## src/rtl/fir_pkg.sv

```systemverilog
// Shared definitions for the FIR datapath: default sample width, sample type,
// and the rounding offset used when dividing sums by a power of two.
package fir_pkg;

  localparam int unsigned DEFAULT_D_W = 12;

  typedef logic signed [DEFAULT_D_W-1:0] sample_t;

  // Half an LSB of the shifted result: adding it before >>> rounds half toward +inf.
  function automatic int unsigned round_offset(input int unsigned log2_decim);
    return 32'd1 << (log2_decim - 1);
  endfunction

endpackage

```

## src/rtl/fir_out_fifo.sv

```systemverilog
// Show-ahead FIFO for decimated results. Pointers carry one extra MSB so that
// full and empty are distinguishable without a separate counter.
module fir_out_fifo #(
  parameter int unsigned D_W        = 12,
  parameter int unsigned FIFO_DEPTH = 4,
  localparam int unsigned PW        = $clog2(FIFO_DEPTH),
  localparam int unsigned LW        = $clog2(FIFO_DEPTH + 1)
) (
  input  logic           clock,
  input  logic           reset,
  input  logic           push,
  input  logic [D_W-1:0] wdata,
  input  logic           pop,
  output logic [D_W-1:0] rdata,
  output logic           full,
  output logic           empty,
  output logic [LW-1:0]  level
);

  logic [PW:0]    wptr, rptr;
  logic [D_W-1:0] mem [FIFO_DEPTH];
  logic           do_push, do_pop;

  // A push into a full FIFO is accepted only if the head leaves on the same edge.
  assign do_push = push && (!full || pop);
  assign do_pop  = pop && !empty;

  assign empty = (wptr == rptr);
  assign full  = (wptr[PW] != rptr[PW]) && (wptr[PW-1:0] == rptr[PW-1:0]);
  assign level = wptr - rptr;
  assign rdata = mem[rptr[PW-1:0]];

  always_ff @(posedge clock) begin
    if (reset) begin
      wptr <= '0;
      rptr <= '0;
    end else begin
      if (do_push) wptr <= wptr + (PW+1)'(1);
      if (do_pop)  rptr <= rptr + (PW+1)'(1);
    end
  end

  always_ff @(posedge clock) begin
    if (do_push) mem[wptr[PW-1:0]] <= wdata;
  end

endmodule

```

## src/rtl/fir_decim_out.sv

```systemverilog
// Integrate-and-dump decimator with round-half-up, feeding a show-ahead FIFO on a
// valid/ready output. Results dropped on overflow set a sticky ovf flag.
module fir_decim_out
  import fir_pkg::*;
#(
  parameter int unsigned D_W        = DEFAULT_D_W,
  parameter int unsigned LOG2_DECIM = 2,
  parameter int unsigned FIFO_DEPTH = 4,
  localparam int unsigned LW        = $clog2(FIFO_DEPTH + 1)
) (
  input  logic                  clock,
  input  logic                  reset,
  input  logic signed [D_W-1:0] dec_in,
  input  logic                  in_valid,
  output logic signed [D_W-1:0] dec_out,
  output logic                  dec_valid,
  input  logic                  dec_ready,
  output logic [LW-1:0]         fifo_level,
  output logic                  ovf,
  input  logic                  clear_ovf
);

  localparam int unsigned AW = D_W + LOG2_DECIM;
  localparam logic [LOG2_DECIM-1:0] LastPhase = '1;
  localparam logic signed [AW-1:0] RoundOff = AW'(round_offset(LOG2_DECIM));

  logic [LOG2_DECIM-1:0] phase;
  logic signed [AW-1:0]  acc, sum_r, din_ext, rnd_sum;
  logic                  sum_v, res_v;
  logic signed [D_W-1:0] res_r;

  logic                  pop, full, empty, drop;
  logic [D_W-1:0]        head;

  assign din_ext = {{LOG2_DECIM{dec_in[D_W-1]}}, dec_in};
  assign rnd_sum = sum_r + RoundOff;

  always_ff @(posedge clock) begin
    if (reset) begin
      phase <= '0;
      acc   <= '0;
      sum_r <= '0;
      sum_v <= 1'b0;
      res_r <= '0;
      res_v <= 1'b0;
    end else begin
      sum_v <= 1'b0;
      res_v <= sum_v;
      if (sum_v) res_r <= D_W'(rnd_sum >>> LOG2_DECIM);
      if (in_valid) begin
        phase <= phase + LOG2_DECIM'(1);
        // Phase 0 dumps: the previous group's total was already captured in sum_r.
        acc   <= (phase == '0) ? din_ext : acc + din_ext;
        if (phase == LastPhase) begin
          sum_r <= acc + din_ext;
          sum_v <= 1'b1;
        end
      end
    end
  end

  assign pop  = dec_valid && dec_ready;
  assign drop = res_v && full && !pop;

  always_ff @(posedge clock) begin
    if (reset) begin
      ovf <= 1'b0;
    end else if (drop) begin
      ovf <= 1'b1;
    end else if (clear_ovf) begin
      ovf <= 1'b0;
    end
  end

  fir_out_fifo #(
    .D_W        (D_W),
    .FIFO_DEPTH (FIFO_DEPTH)
  ) u_fifo (
    .clock (clock),
    .reset (reset),
    .push  (res_v),
    .wdata (res_r),
    .pop   (pop),
    .rdata (head),
    .full  (full),
    .empty (empty),
    .level (fifo_level)
  );

  assign dec_valid = !empty;
  assign dec_out   = empty ? '0 : head;

endmodule

```

## config.mk

```make
export PLATFORM = sky130hd
export DESIGN_NAME = fir_decim_out
export DESIGN_NICKNAME = d
export VERILOG_FILES = /design/src/rtl/fir_pkg.sv /design/src/rtl/fir_out_fifo.sv /design/src/rtl/fir_decim_out.sv
export SDC_FILE = /design/constraint.sdc
export NUM_CORES = 1
export LEC_CHECK = 0
export CAP_MARGIN = 25
export CORE_MARGIN = 3
export CORE_UTILIZATION = 50
export CTS_BUF_LIST = sky130_fd_sc_hd__clkbuf_4
export DETAILED_ROUTE_END_ITERATION = 7
export GPL_TIMING_DRIVEN = 0
export HOLD_SLACK_MARGIN = 0.15
export PLACE_DENSITY = 0.7
export SETUP_SLACK_MARGIN = 0.1
export SYNTH_ARGS = -nofsm -noshare
export SYNTH_HDL_FRONTEND = slang
export SYNTH_SLANG_ARGS = --single-unit
```

## constraint.sdc

```tcl
create_clock -name clock -period 3.09 [get_ports clock]
set_clock_uncertainty 0.2 [all_clocks]
set_input_delay 0.4635 -clock clock [delete_from_list [all_inputs] [get_ports clock]]
set_output_delay 0.4635 -clock clock [all_outputs]
set_load 0.005 [all_outputs]
```

# Yosys cells after proc, flatten, opt, wreduce, memory -nomap -nowiden
# Memory sizes are Yosys's and may differ from the RTL's. A register that Yosys moved wholly into a read port is not among the register bits.
# Index checks and enable logic that the tools add are counted.
[totals]
input_bits = 17
ram_bits = 48
wordCells = 44
register_bits = 51
output_inout_bits = 17
memories = 1
[mem_list]
columns = ["name", "words", "width", "read_ports", "rd_ports_with_merged_regs", "write_ports", "line_no", "source"]
rows = [
  ["u_fifo.mem", 4, 12, 1, 1, 1, "fir_out_fifo.sv:21", "logic [D_W-1:0] mem [FIFO_DEPTH];"],
]
[op_classes]
reduce_logical = 14
bitwise = 1
addsub = 6
muxes = 9
eq_ne = 4
[op_table]
columns = ["cell", "n"]
rows = [
  ["adder 14 x 12 -> 14 bit", 1],
  ["adder 14 x 3 -> 14 bit, second input constant", 1],
  ["2-to-1 mux 14 bit", 1],
  ["2-to-1 mux 12 bit", 1],
  ["adder 3 x 1 -> 3 bit, second input constant", 2],
  ["logical AND 1 bit", 6],
  ["2-to-1 mux 1 bit", 5],
  ["2-to-1 mux 2 bit", 2],
  ["== test 3 bit", 1],
  ["zero test 1 bit", 3],
  ["subtractor 3 bit", 1],
  ["adder 2 x 1 -> 2 bit, second input constant", 1],
  ["== test 2 bit", 1],
  ["== test 2 bit, second input constant", 1],
  ["zero test 2 bit", 1],
  ["AND reduction 2 bit", 1],
  ["nonzero test 2 bit", 1],
  ["OR reduction 2 bit", 1],
  ["logical OR 1 bit", 1],
  ["!= test 1 bit", 1],
  ["NOT 1 bit", 1],
]

# Depth between registers and ports, before layout
[depth]
depth_word = 7
depth_mapped = 9

# Hierarchy
# From an unflattened synthesis, not the netlist that was laid out.
[hier_totals]
hier_cells = 430
area_unflattened_um2 = 4827.1
[modules_own_cells]
columns = ["mod", "seq_area_each_um2", "area_each_um2", "instances", "cells_each"]
rows = [
  ["fir_decim_out", 880.8, 2586.2, 1, 313],
  ["fir_out_fifo", 1601.5, 2240.9, 1, 117],
]

# Worst setup path before layout
# OpenSTA, ideal clock, no wires.
[synth_path]
kind = "input port to flip-flop"
startpoint = "input port dec_in[0]"
endpoint = "register acc[10]"
slack_ns = 0.685
stages = 9
arrival_ns = 2.125
path_cell_list = "ha_1 inv_1 fa_1 nor2b_4 o31a_4 o21ai_4 a21oi_1 mux2_4 a211oi_2"
[synth_between]
elab_chain_len = 2
[synth_lines]
columns = ["item", "line_no", "source"]
rows = [
  ["from (decl)", "fir_decim_out.sv:13", "input logic signed [D_W-1:0] dec_in,"],
  ["adder 14 x 12 -> 14 bit", "fir_decim_out.sv:53", "acc <= (phase == '0) ? din_ext : acc + din_ext;"],
  ["2-to-1 mux 14 bit", "fir_decim_out.sv:53", ""],
  ["to (signal assigned)", "fir_decim_out.sv:53", ""],
  ["to (decl)", "fir_decim_out.sv:28", "logic signed [AW-1:0] acc, sum_r, din_ext, rnd_sum;"],
]
# Every way passes these cells.
# A chain may end at the register's enable or synchronous reset.

# Final worst setup path
[layout_path]
startpoint = "register u_fifo.wptr[0]"
endpoint = "output port fifo_level[2]"
[layout_between]
elab_chain_len = 1
[layout_lines]
columns = ["item", "line_no", "source"]
rows = [
  ["from (decl)", "fir_out_fifo.sv:20", "logic [PW:0] wptr, rptr;"],
  ["from (signal assigned)", "fir_out_fifo.sv:38", "if (do_push) wptr <= wptr + (PW+1)'(1);"],
  ["subtractor 3 bit", "fir_out_fifo.sv:30", "assign level = wptr - rptr;"],
  ["to (decl)", "fir_decim_out.sv:18", "output logic [LW-1:0] fifo_level,"],
]
# Every way passes these cells.

==> flow_summary_export.csv <==
group,metric,value,unit
final_layout,syn2layout_area_growth,14.0,%
setup_path,path_cells,"inv_1 > ha_4 > fa_1 > xnor2_1 > clkdlybuf4s50_1",
power_and_ir_drop,power,0.00247,W
detailed_routing,wl,9120,µm
detailed_routing,drt_iter0_markers,107,
synth,synth-compound-area-share,12.1,%
floorplan,core,0.00898,mm²
timing,worst_pin_slew,0.703,ns
final_layout,drive_above_1_share,10.1,%
synth,synth_cells,418,
timing,fmax,352,MHz
synth,ys.flop_type,"dfxtp_1",
setup_path,end_kind,"output pin",
synth,synth_edf_count,48,
min_path,whs_path_depth,2,
grt,grt_max_degree,18,
final_layout,nets,503,
timing,hold_viol,0,
power_and_ir_drop,power_density,457,mW/mm²
setup_path,slowest_stage,"clkdlybuf4s50_1",
floorplan,num_io_pins,34,
floorplan,dieArea,0.0107,mm²
grt,track_usage,17.9,%
grt,grt_pass1_vias,3101,
floorplan,chipWidth,103,µm
timing,rsz0062_at_grt,"false",
grt,grt_antenna_before_repair,1,
timing,min_period,2.84,ns
placed_design,dp_hpwl,6660,µm
setup_path,worstPathMaxFanout,4,
synth,synth_seq_area_share,52.3,%
timing,setup-tns-final,0,ns
cts,cts-root-buf,"clkbuf_4",
synth,syn_area,0.00474,mm²
final_layout,final_common_cell,"dfxtp_1",
detailed_routing,drcViolationCount,0,
grt,grt_pass1_wl,14900,µm
synth,ys_async_sr_fraction,0,%
setup_path,rr_endpoint,"acc[7]",
synth,synth_xor_xnor_area_share,4.62,%
setup_path,worstPathRequired,2.43,ns
synth,synth_top_area_cell,"edfxtp_1",
power_and_ir_drop,p_leak,1.95,nW
floorplan,num_rows,34,
timing,slew_headroom,53.0,%
setup_path,rrSetupSlack,0.54,ns
setup_path,reg2reg_depth,7,
placed_design,place_ws,-0.0440,ns
run,drv_cap,0,
synth,synth_cell_types,49,
cts,cts_htree_levels,3,
setup_path,r2r-start,"acc[1]",
detailed_routing,drtAntennaViolNets,0,
cts,cts_setup_buffers,0,
synth,yosysWarnings,0,
grt,grt-busiest-layer,"met2",
status,status,"finished clean",
synth,yosys.area_share.adder,6.91,%
grt,met3_usage,3.35,%
grt,grt_use_met2,30.4,%
cts,clock_sinks,100,
timing,finalCritPeriodShare,92.0,%
cts,clock_latency,0.43,ns
synth,syn_nets,460,
synth,synth_top_area_share,30.4,%
timing,worst_slack,0.247,ns
grt,use_met1,23.5,%
detailed_routing,wl_per_cell,15.4,µm
synth,ys_ff_latch,100,
cts,clk_path_buf_depth,2,
cts,cts_tree,"yes",
synth,synthTopCellsByArea,"edfxtp_1 (30%), dfxtp_1 (22%), ha_1 (6.1%)",
floorplan,die_h,103,µm
final_layout,final_cell_mix,"dfxtp_1 (49), edfxtp_1 (48), nor2_1 (44)",
placed_design,io_buffers,32,
detailed_routing,vias,3203,
setup_path,critPathMaxStageDelay,0.52,ns
min_path,hold_path_class,"in -> reg",
synth,synth_simple_gate_area_share,14.0,%
cts,hold_buffers,0,
timing,finalMaxSlewViolations,0,
floorplan,initial_utilization,52.8,%
placed_design,place.gp.congestion,0.834,
grt,globalRoute.totalOverflow,0,
min_path,worstHoldStart,"reset",
setup_path,arrival,2.18,ns
synth,synth_mux_area_share,7.70,%
timing,setup_violations,0,
cts,numCtsBuffers,9,
setup_path,worstSetupPathType,"reg -> out",
setup_path,critPathLaunchType,"flip-flop",
synth,syn_avg_cell_area,11.3,µm²
cts,clkTransAtPathRegs,0.15,ns
detailed_routing,first_pass_iters,5,
power_and_ir_drop,ir_worst_vdd,0.233,mV
timing,whs,0.231,ns
detailed_routing,viasPerCell,5.40,
min_path,min_to,"sum_v",
synth,synth_top_family_by_area,"simple AND/OR/NAND/NOR gates",
## worst max-delay path: cells and delay by family (launching register included)
family	cells	cell delay, ns
adder cells (fa/ha/maj)	2	0.57
flip-flops	1	0.39
buffers and inverters	2	0.62
XOR/XNOR	1	0.17
## state kept, by name (all words and copies together) (netlist names), named ones only
signal / cells
u_fifo.wptr: 3
res_v: 1
sum_r: 13
sum_v: 1
phase: 2
acc: 14
res_r: 12
u_fifo.rptr: 3
u_fifo.mem: 48
ovf: 1
## metrics by stage
| step | instances | utilization, % | area (µm²) |
|---|---|---|---|
| floorplan | 418 | - | 4740 |
| global placement | 576 | 58.2 | 5220 |
| detailed placement | 576 | 58.2 | 5220 |
| CTS | 592 | 59.9 | 5380 |
| global route | 593 | 60.3 | 5410 |
| finish | 593 | 60.3 | 5410 |
## worst max-delay path by stage
stage,from,end,slack (ns),depth (start not counted)
after floorplan,dec_in[0],acc[10],0.69,9
after detailed placement,dec_in[0],acc[10],-0.04,10
after global placement,dec_in[0],acc[10],0.004,10
after global routing,u_fifo.rptr[1],dec_out[4],0.12,6
after CTS,u_fifo.wptr[0],dec_out[4],0.11,6
final,u_fifo.wptr[0],fifo_level[2],0.25,5
## what timing repair did
action	4_1_cts	5_1_grt
resized for setup	5	7
setup endpoints to repair	11	12
hold endpoints to repair	0	0
## cell usage after synthesis, drive strengths merged, types with 4 or more instances
master and instances:
nor2 45, and3 7, or3 5, clkbuf 13
edfxtp 48, nor3 4, buf 4, a21o 4
ha 23, and2 18, a21oi 21, a31oi 4
mux2i 8, o21a 4, o22ai 6, nand2 26
inv 13, a211oi 20, nor2b 9, o21ai 12
dfxtp 52, xor2 12, nand3 13, mux4 12
xnor2 13
## power breakdown
group / switching (W) / internal, W
Sequential: 0.0000176 / 0.00140
Combinational: 0.000199 / 0.000153
Clock: 0.000428 / 0.000271
## routing by layer
layer	up-vias	share of wire (%)	wire [µm]
met5	-	0	0
met4	0	1.2	112
met3	10	4.9	445
met2	81	48	4370
met1	1500	46	4190
li1	1612	-	-
## logic make-up (layout without fill, tap and decap cells)
family,count (synthesis),count (layout)
multiplexers,21,21
adder cells (fa/ha/maj),25,25
buffers and inverters,30,78
AO/OA/AOI/OAI,83,83
flip-flops,100,100
AND/OR/NAND/NOR,134,134
other,0,1
XOR/XNOR,25,25
## area by class of cell
class	instances	area, µm²
Fill cell	769	3570
Sequential cell	100	2490
Multi-Input combinational cell	288	2170
Timing Repair Buffer	32	320
Tap cell	126	158
Clock buffer	11	82.6
Buffer	17	76.3
Clock inverter	5	60.1
Inverter	13	48.8
Antenna cell	1	2.50
Note: power is estimated with default switching activity, not from simulation.
